## src/rtl/regfile_writeback.sv

```systemverilog
// Write-back arbiter for the integer register file (ALU > LSU/DIV round-robin) plus pending-write scoreboard.
// Latency: an accepted result appears on rd0_o one cycle after its handshake; issue sets pending one cycle later.
// Backpressure: the ALU is never stalled; LSU/DIV readies drop whenever the ALU or the other unit owns the port.
module regfile_writeback (
    input  logic        clk_i,
    input  logic        rst_i,
    input  logic        issue_valid_i,
    input  logic [4:0]  issue_rd_i,
    input  logic        alu_valid_i,
    input  logic [4:0]  alu_rd_i,
    input  logic [31:0] alu_value_i,
    input  logic        lsu_valid_i,
    input  logic [4:0]  lsu_rd_i,
    input  logic [31:0] lsu_value_i,
    output logic        lsu_ready_o,
    input  logic        div_valid_i,
    input  logic [4:0]  div_rd_i,
    input  logic [31:0] div_value_i,
    output logic        div_ready_o,
    output logic [4:0]  rd0_o,
    output logic [31:0] rd0_value_o,
    input  logic [4:0]  ra_i,
    input  logic [4:0]  rb_i,
    output logic        ra_pending_o,
    output logic        rb_pending_o,
    output logic [31:0] pending_o
);

    // 1 when the divider won the most recent LSU/DIV grant; reset value makes the LSU win first.
    logic        last_div_q, last_div_d;
    logic [4:0]  rd_q, rd_d;
    logic [31:0] value_q, value_d;
    logic [31:0] pending_q, pending_d;
    logic        lsu_fire, div_fire;

    always_comb begin
        lsu_ready_o = !alu_valid_i && lsu_valid_i && (!div_valid_i || last_div_q);
        div_ready_o = !alu_valid_i && div_valid_i && (!lsu_valid_i || !last_div_q);
    end

    assign lsu_fire = lsu_valid_i && lsu_ready_o;
    assign div_fire = div_valid_i && div_ready_o;

    always_comb begin
        rd_d       = 5'd0;
        value_d    = 32'd0;
        last_div_d = last_div_q;
        if (alu_valid_i) begin
            rd_d    = alu_rd_i;
            value_d = alu_value_i;
        end else if (lsu_fire) begin
            rd_d       = lsu_rd_i;
            value_d    = lsu_value_i;
            last_div_d = 1'b0;
        end else if (div_fire) begin
            rd_d       = div_rd_i;
            value_d    = div_value_i;
            last_div_d = 1'b1;
        end
        // x0 results complete their handshake but never reach the register file.
        if (rd_d == 5'd0) begin
            value_d = 32'd0;
        end
    end

    // Clear for the write being committed this edge, then set for a new issue so reissue wins.
    always_comb begin
        pending_d = pending_q;
        if (rd_q != 5'd0) begin
            pending_d[rd_q] = 1'b0;
        end
        if (issue_valid_i && (issue_rd_i != 5'd0)) begin
            pending_d[issue_rd_i] = 1'b1;
        end
        pending_d[0] = 1'b0;
    end

    always_ff @(posedge clk_i or negedge rst_i) begin
        if (!rst_i) begin
            last_div_q <= 1'b1;
            rd_q       <= 5'd0;
            value_q    <= 32'd0;
            pending_q  <= 32'd0;
        end else begin
            last_div_q <= last_div_d;
            rd_q       <= rd_d;
            value_q    <= value_d;
            pending_q  <= pending_d;
        end
    end

    assign rd0_o        = rd_q;
    assign rd0_value_o  = value_q;
    assign pending_o    = pending_q;
    assign ra_pending_o = (ra_i != 5'd0) && pending_q[ra_i];
    assign rb_pending_o = (rb_i != 5'd0) && pending_q[rb_i];

endmodule
```

## config.mk

```make
export PLATFORM = sky130hd
export DESIGN_NAME = regfile_writeback
export DESIGN_NICKNAME = d
export VERILOG_FILES = /design/src/rtl/regfile_writeback.sv
export SDC_FILE = /design/constraint.sdc
export NUM_CORES = 1
export LEC_CHECK = 0
export ABC_AREA = 1
export BUFFER_PORTS_ARGS = -buffer_cell sky130_fd_sc_hd__buf_2
export CAP_MARGIN = 25
export CORE_MARGIN = 2
export CORE_UTILIZATION = 42
export CTS_CLUSTER_DIAMETER = 80
export DETAILED_ROUTE_END_ITERATION = 10
export PLACE_DENSITY = 0.75
export RECOVER_POWER = 100
export SKIP_LAST_GASP = 1
export SLEW_MARGIN = 5
export SYNTH_ARGS = -nofsm -noshare
export SYNTH_HDL_FRONTEND = slang
export SYNTH_SLANG_ARGS = --single-unit
```

## constraint.sdc

```tcl
create_clock -name clk_i -period 2.2 [get_ports clk_i]
set_clock_uncertainty 0.1 [all_clocks]
set_input_delay 0.66 -clock clk_i [delete_from_list [all_inputs] [get_ports clk_i]]
set_output_delay 0.66 -clock clk_i [all_outputs]
set_load 0.05 [all_outputs]
```

==> results.sh, run 1 <==
export IMPL_status="complete, but fails checks"
export IMPL_violations="capacitance limit, slew limit, setup timing"
export IMPL_place_congestion=0.976
export IMPL_synth_area_leaders="dfrtp_1, nand2_1, nand3_1"
export IMPL_ios=205
export IMPL_diodes=0
export IMPL_antenna_left=0
export IMPL_drc=0
export IMPL_placed_cells=890
export IMPL_fin_crit_sh_pct=107
export IMPL_path_class="in2out"
export IMPL_finalCriticalPeriod_ns=2.35
export IMPL_cp_start_kind="input port"
export IMPL_grt_max_degree=70
export IMPL_finalSetupViolations=3
export IMPL_pwr_share_seq_pct=33.7
export IMPL_groute_usage_overall_pct=26.9
export IMPL_numCtsBuffers=9
export IMPL_cp_data_required_time_ns=1.44
export IMPL_power_mw=5.41
export IMPL_crit_arrival_ns=1.59
export IMPL_portBuffers=203
export IMPL_syn_inst=576
export IMPL_cts_sinks=69
export IMPL_stdcell_count=919
export IMPL_via_per_inst=5.25
export IMPL_p_leak_nw=2.94
export IMPL_antenna_found_initial=0
export IMPL_multi_input_area_mm2=0.00213
export IMPL_syn_to_final_growth_pct=45.7
export IMPL_cp_max_fo=8
export IMPL_fill_cells=847
export IMPL_drive_above_1_share_pct=33.4
export IMPL_yosysWarnings=0
export IMPL_ctsHoldBuffers=0
export IMPL_die_x_um=101
export IMPL_yosysUniqueCellTypes=22
export IMPL_ys_seq_area_share_pct=43.5
export IMPL_synth_seq_cells=69
export IMPL_pre_cts_ws_ns=-0.331
export IMPL_syn_nets=708
export IMPL_slew_headroom_pct=-9.70
export IMPL_initial_core_util_pct=43.2
export IMPL_rsz0062_at_grt="true"
export IMPL_wl_um=13900
export IMPL_coreArea_mm2=0.00920
export IMPL_power_density_mw_per_mm2=934
export IMPL_cap_violations=1
export IMPL_avgSynthCellArea_um2=6.89
export IMPL_regArea_mm2=0.00173
export IMPL_synth_area_mm2=0.00397
export IMPL_final_util_pct=62.9
export IMPL_p_sw_share_pct=50.5
export IMPL_synth_top_area_cell="dfrtp_1"
export IMPL_regToRegSetupSlack_ns=0.19
export IMPL_cts_buffer_depth=2
export IMPL_max_freq_mhz=425
export IMPL_synth_top_area_share_pct=42.8
export IMPL_p_comb_share_pct=49.5
export IMPL_fin_nets=935
export IMPL_setup_worst_path_end_class="output pin"
export IMPL_grt_pass1_vias=4862
export IMPL_peakVddDrop_mv=0.373
export IMPL_h_tree_depth=3
export IMPL_num_rows=35
export IMPL_cts_tree="done"
export IMPL_drt_iter0_drc=334
export IMPL_wire_per_inst_um=15.1
export IMPL_p_clk_share_pct=16.8
export IMPL_hold_path_class="reg2reg"
export IMPL_clk_latency_ns=0.34
export IMPL_drt_first_pass_iters=4
export IMPL_die_area_mm2=0.0102
export IMPL_hold_violations=0
export IMPL_p_switching_mw=2.73
export IMPL_worstMarginPinSlew_ns=1.65
export IMPL_grt_pass1_wl_um=21900
export IMPL_vias=4823
export IMPL_die_h_um=101
export IMPL_internal_power_mw=2.67
export IMPL_setup_ws_ns=-0.152
export IMPL_ctsRootBufferMaster="clkbuf_8"
export IMPL_maxSlewViolCount=70
export IMPL_cts_clk_slew_worst_paths_ns=0.07
export IMPL_post_dp_hpwl_um=10600
export IMPL_overflow=0
## path summary, 6_finish.rpt
kind / startpoint / depth (start not counted) / endpoint
max: ra_i[0] / 10 / ra_pending_o
min: pending_o[31]$_DFF_PN0_ / 2 / pending_o[31]$_DFF_PN0_
max reg2reg: last_div_q$_DFFE_PN1P_ / 8 / rd0_value_o[10]$_DFF_PN0_
min reg2reg: pending_o[31]$_DFF_PN0_ / 2 / pending_o[31]$_DFF_PN0_
max in group asynchronous: rst_i / 2 / rd0_value_o[30]$_DFF_PN0_
min in group asynchronous: rst_i / 2 / rd0_value_o[20]$_DFF_PN0_
## cells by family (layout without fill, tap and decap cells)
logic type / after synthesis / after routing / synth area share (%)
AOI/OAI and AO/OA: 100 / 100 / 12.9
buffers and inverters: 86 / 318 / 9.74
DFF: 69 / 69 / 43.5
other: 1 / 1 / 0.0944
and+or+nand+nor: 320 / 320 / 33.8
## power by group through the flow
| stage | logic (mW) | registers (mW) | clock network [mW] |
|---|---|---|---|
| after floorplan | 0.730 | 2.79 | 0 |
| after global placement | 2.44 | 1.81 | 0 |
| after detailed placement | 2.46 | 1.82 | 0 |
| after CTS | 2.60 | 1.80 | 0.928 |
| after global routing | 2.86 | 1.85 | 0.978 |
| final | 2.67 | 1.82 | 0.908 |
## metrics by stage
| step | hold WS [ns] | cell area, um^2 | TNS, ns |
|---|---|---|---|
| after floorplan | 0.264 | 4060 | -0.0678 |
| final | 0.453 | 5790 | -0.338 |
| after global placement | 0.428 | 5230 | -0.617 |
| after CTS | 0.235 | 5710 | -0.213 |
| after detailed placement | 0.441 | 5230 | -0.656 |
| after global routing | 0.482 | 5790 | -6.58 |
## Yosys cell counts, drive strengths merged
library cell	instances
nand2	175
conb	1
nor2	46
buf	13
nand4	3
nand3	95
clkbuf	11
a31oi	2
and2	1
inv	62
o21a	1
dfstp	1
o21ai	95
o211ai	2
dfrtp	68
## flip-flops by register name, summed over array words and instances, names as in the netlist
signal       cells
rd0_value_o     32
pending_o       31
rd0_o            5
last_div_q       1
## final cells by class
| cell class | instances | area share [%] |
|---|---|---|
| multi-input cells | 421 | 36.8 |
| flip-flops and latches | 69 | 29.9 |
| repair buffers | 239 | 23.2 |
| inverters | 62 | 4.58 |
| well taps | 111 | 2.40 |
| clock buffers | 10 | 2.38 |
| clock inverters | 6 | 0.670 |
| repair inverters | 1 | 0.151 |
## layout by cell type (no fill, tap or decap), drive strengths merged, types with 2 or more instances in the layout
master | synthesis | final
nand2 | 175 | 175
buf | 13 | 169
o21ai | 95 | 95
nand3 | 95 | 95
clkbuf | 11 | 80
dfrtp | 68 | 68
inv | 62 | 61
nor2 | 46 | 46
clkinv | 0 | 6
nand4 | 3 | 3
o211ai | 2 | 2
a31oi | 2 | 2
clkinvlp | 0 | 2
## critical path, stage by stage
cell and delay [ns]:
buf_16 0.13, buf_12 0.15, nand2_4 0.05, nand3_2 0.07, nand3_2 0.09, nand3_2 0.09, nand2_2 0.07, nand2_2 0.06
nand2_4 0.07, buf_8 0.14
## timing repair
item / 4_1_cts / 5_1_grt
setup buffers: 1 / 9
gates cloned: 2 / 1
resized for setup: 78 / 40
pin swaps: 34 / 21
endpoints found under the setup margin: 2 / 3
## per-layer routing
| metal | wire length (um) | GRT usage, % | vias up |
|---|---|---|---|
| met2 | 7310 | 48.0 | 236 |
| li1 | - | - | 2314 |
| met1 | 5260 | 31.9 | 2230 |
| met4 | 394 | 12.5 | 0 |
| met5 | 0 | 0 | - |
| met3 | 931 | 3.93 | 43 |
No activity file was read; power rests on OpenSTA's default activity.
==> run 2: changes to the inputs <==
--- a/config.mk
+++ b/config.mk
@@ -9,10 +9,10 @@
 export BUFFER_PORTS_ARGS = -buffer_cell sky130_fd_sc_hd__buf_2
 export CAP_MARGIN = 25
 export CORE_MARGIN = 2
-export CORE_UTILIZATION = 42
+export CORE_UTILIZATION = 50
 export CTS_CLUSTER_DIAMETER = 80
 export DETAILED_ROUTE_END_ITERATION = 10
-export PLACE_DENSITY = 0.75
+export PLACE_DENSITY = 0.84
 export RECOVER_POWER = 100
 export SKIP_LAST_GASP = 1
 export SLEW_MARGIN = 5
==> constraint.sdc (replaced) <==
create_clock -name clk_i -period 2.9 [get_ports clk_i]
set_clock_uncertainty 0.1 [all_clocks]
set_input_delay 0.87 -clock clk_i [delete_from_list [all_inputs] [get_ports clk_i]]
set_output_delay 0.87 -clock clk_i [all_outputs]
set_load 0.05 [all_outputs]
==> run 2 against run 1 <==
Against the previous run:
- the flow now finishes without violations
- routed wire length is 4.5% lower
- worst setup slack improved by 0.20 ns
- worst hold slack lost 0.011 ns
- power is 23% lower
- critical path depth down 1
- via count hardly changed
- non-clock buffer count shrank 19
- global-route usage is 4.5 points higher
- sequential power down 24%
- combinational power fell by 32%
- final cell count decreased by 2.8%
- largest power group unchanged
- highest routed layer unchanged
==> results.sh, run 2 (same netlist as run 1, synthesis figures left out) <==
export IMPL_h_tree_depth=3
export IMPL_grt_pass1_wl_um=21400
export IMPL_power_mw=4.17
export IMPL_cp_data_required_time_ns=1.93
export IMPL_ff2ff_path_depth=8
export IMPL_status="complete, no violations"
export IMPL_largest_register_ffs=32
export IMPL_via_per_inst=5.40
export IMPL_post_dp_hpwl_um=10400
export IMPL_crit_arrival_ns=1.88
export IMPL_maxSlewViolCount=0
export IMPL_fill_cells=696
export IMPL_hold_path_class="reg2reg"
export IMPL_p_leak_nw=2.74
export IMPL_mostFrequentLayoutCells="nand2_1, buf_2, nand3_1"
export IMPL_path_class="in2out"
export IMPL_hold_violations=0
export IMPL_drt_iter0_drc=476
export IMPL_crit_slowest_cell="nor2_1"
export IMPL_num_rows=32
export IMPL_setup_worst_path_end_class="output pin"
export IMPL_regToRegEndpoint="rd0_value_o[18]$_DFF_PN0_"
export IMPL_ios=205
export IMPL_ctsRootBufferMaster="clkbuf_8"
export IMPL_slew_headroom_pct=20.5
export IMPL_fin_nets=917
export IMPL_cp_start_kind="input port"
export IMPL_crit_chain="buf_2 -> nor2_1 -> nand2_1 -> nand3_1 -> nand2_1 -> nand3_1 -> nand3_1 -> nand2_4 -> buf_8"
export IMPL_placed_cells=874
export IMPL_finalCriticalPeriod_ns=2.85
export IMPL_die_h_um=93.1
export IMPL_holdPathEnd="pending_o[11]$_DFF_PN0_"
export IMPL_hold_depth=2
export IMPL_power_density_mw_per_mm2=776
export IMPL_antenna_found_initial=1
export IMPL_stdcell_count=893
export IMPL_pre_cts_ws_ns=-0.144
export IMPL_multi_input_area_mm2=0.00190
export IMPL_setup_ws_ns=0.0498
export IMPL_drive_above_1_share_pct=23.2
export IMPL_tns_ns=0
export IMPL_vias=4824
export IMPL_cts_clk_slew_worst_paths_ns=0.07
export IMPL_cts_tree="done"
export IMPL_finalSetupViolations=0
export IMPL_max_freq_mhz=351
export IMPL_initial_core_util_pct=51.4
export IMPL_worstMarginPinSlew_ns=1.19
export IMPL_worstReg2RegStart="last_div_q$_DFFE_PN1P_"
export IMPL_portBuffers=203
export IMPL_cap_violations=0
export IMPL_die_x_um=93.1
export IMPL_numCtsBuffers=9
export IMPL_groute_usage_overall_pct=31.4
export IMPL_die_area_mm2=0.00867
export IMPL_mostFrequentLayoutCell="nand2_1"
export IMPL_regArea_mm2=0.00173
export IMPL_fin_crit_sh_pct=98.3
export IMPL_cts_sinks=69
export IMPL_final_util_pct=69.5
export IMPL_wl_um=13300
export IMPL_drt_first_pass_iters=6
export IMPL_regToRegSetupSlack_ns=0.78
export IMPL_hp_start="pending_o[11]$_DFF_PN0_"
export IMPL_place_congestion=0.969
export IMPL_drc=0
export IMPL_rsz0062_at_grt="true"
export IMPL_cp_max_fo=4
export IMPL_cpPeakStageDelay_ns=0.23
export IMPL_crit_top_cell="nand3_1"
export IMPL_peakVddDrop_mv=0.388
export IMPL_coreArea_mm2=0.00773
export IMPL_syn_to_final_growth_pct=35.3
export IMPL_clk_latency_ns=0.34
export IMPL_wire_per_inst_um=14.9
export IMPL_overflow=0
export IMPL_grt_max_degree=68
export IMPL_antenna_left=0
export IMPL_grt_pass1_vias=4657
export IMPL_cts_buffer_depth=2
export IMPL_ctsHoldBuffers=0
[run 2: changes by cell type in the layout (fill, tap and decap cells not counted), sizes merged]
cell,previous run,this run
buf,169,146
clkbuf,80,85
clkinvlp,2,4
diode,0,1
bufinv,0,3
inv,61,60
clkinv,6,2
[run 2: power by group]
group	switching, mW	total (mW)	internal, mW
combinational	1.41	1.81	0.398
sequential	0.209	1.39	1.19
clock	0.364	0.963	0.598
total	1.99	4.17	2.18
[run 2: cell type report]
class / instances / area share [%]
clock buffer: 11 / 2.63
inverter: 62 / 4.47
clock inverter: 5 / 2.00
multi-input combinational: 421 / 35.3
sequential: 69 / 32.2
timing repair inverter: 2 / 0.279
timing repair buffer: 220 / 20.7
antenna: 1 / 0.0466
tap: 102 / 2.37
[run 2: repair_timing]
action / CTS / global route
pin swaps: 0 / 13
setup buffers: 0 / 0
gates resized for setup: 11 / 18
setup endpoints to repair: 2 / 2
gates cloned: 2 / 0
[run 2: how the worst max path moves through the flow]
stage               startpoint           end  slack [ns]  cells past startpoint
CTS                    rb_i[0]  rb_pending_o       0.006                     12
detailed placement     rb_i[0]  rb_pending_o       -0.14                     10
global placement       ra_i[0]  ra_pending_o       -0.12                     12
finish                 ra_i[2]  ra_pending_o        0.05                      9
global route           ra_i[2]  ra_pending_o       -0.03                      9
floorplan              ra_i[0]  ra_pending_o        0.09                      9
[run 2: metrics by stage]
step | area [um^2] | hold slack (ns)
after floorplan | 3990 | 0.446
after global placement | 5130 | 0.421
after detailed placement | 5130 | 0.431
after CTS | 5420 | 0.413
after global routing | 5370 | 0.491
final | 5370 | 0.443
[run 2: worst max-delay path, delay by kind of cell]
| kind | cells | cell delay [ns] |
|---|---|---|
| simple gates | 7 | 0.73 |
| buf+inv | 2 | 0.27 |
[run 2: routing by layer]
layer  vias to the layer above  share of wire, %  global-route usage [%]
met5                         -                 0                       0
met2                       316                50                    55.0
met1                      2179                38                    37.1
met4                         0               3.7                    14.1
li1                       2279                 -                       -
met3                        50               8.9                    6.69
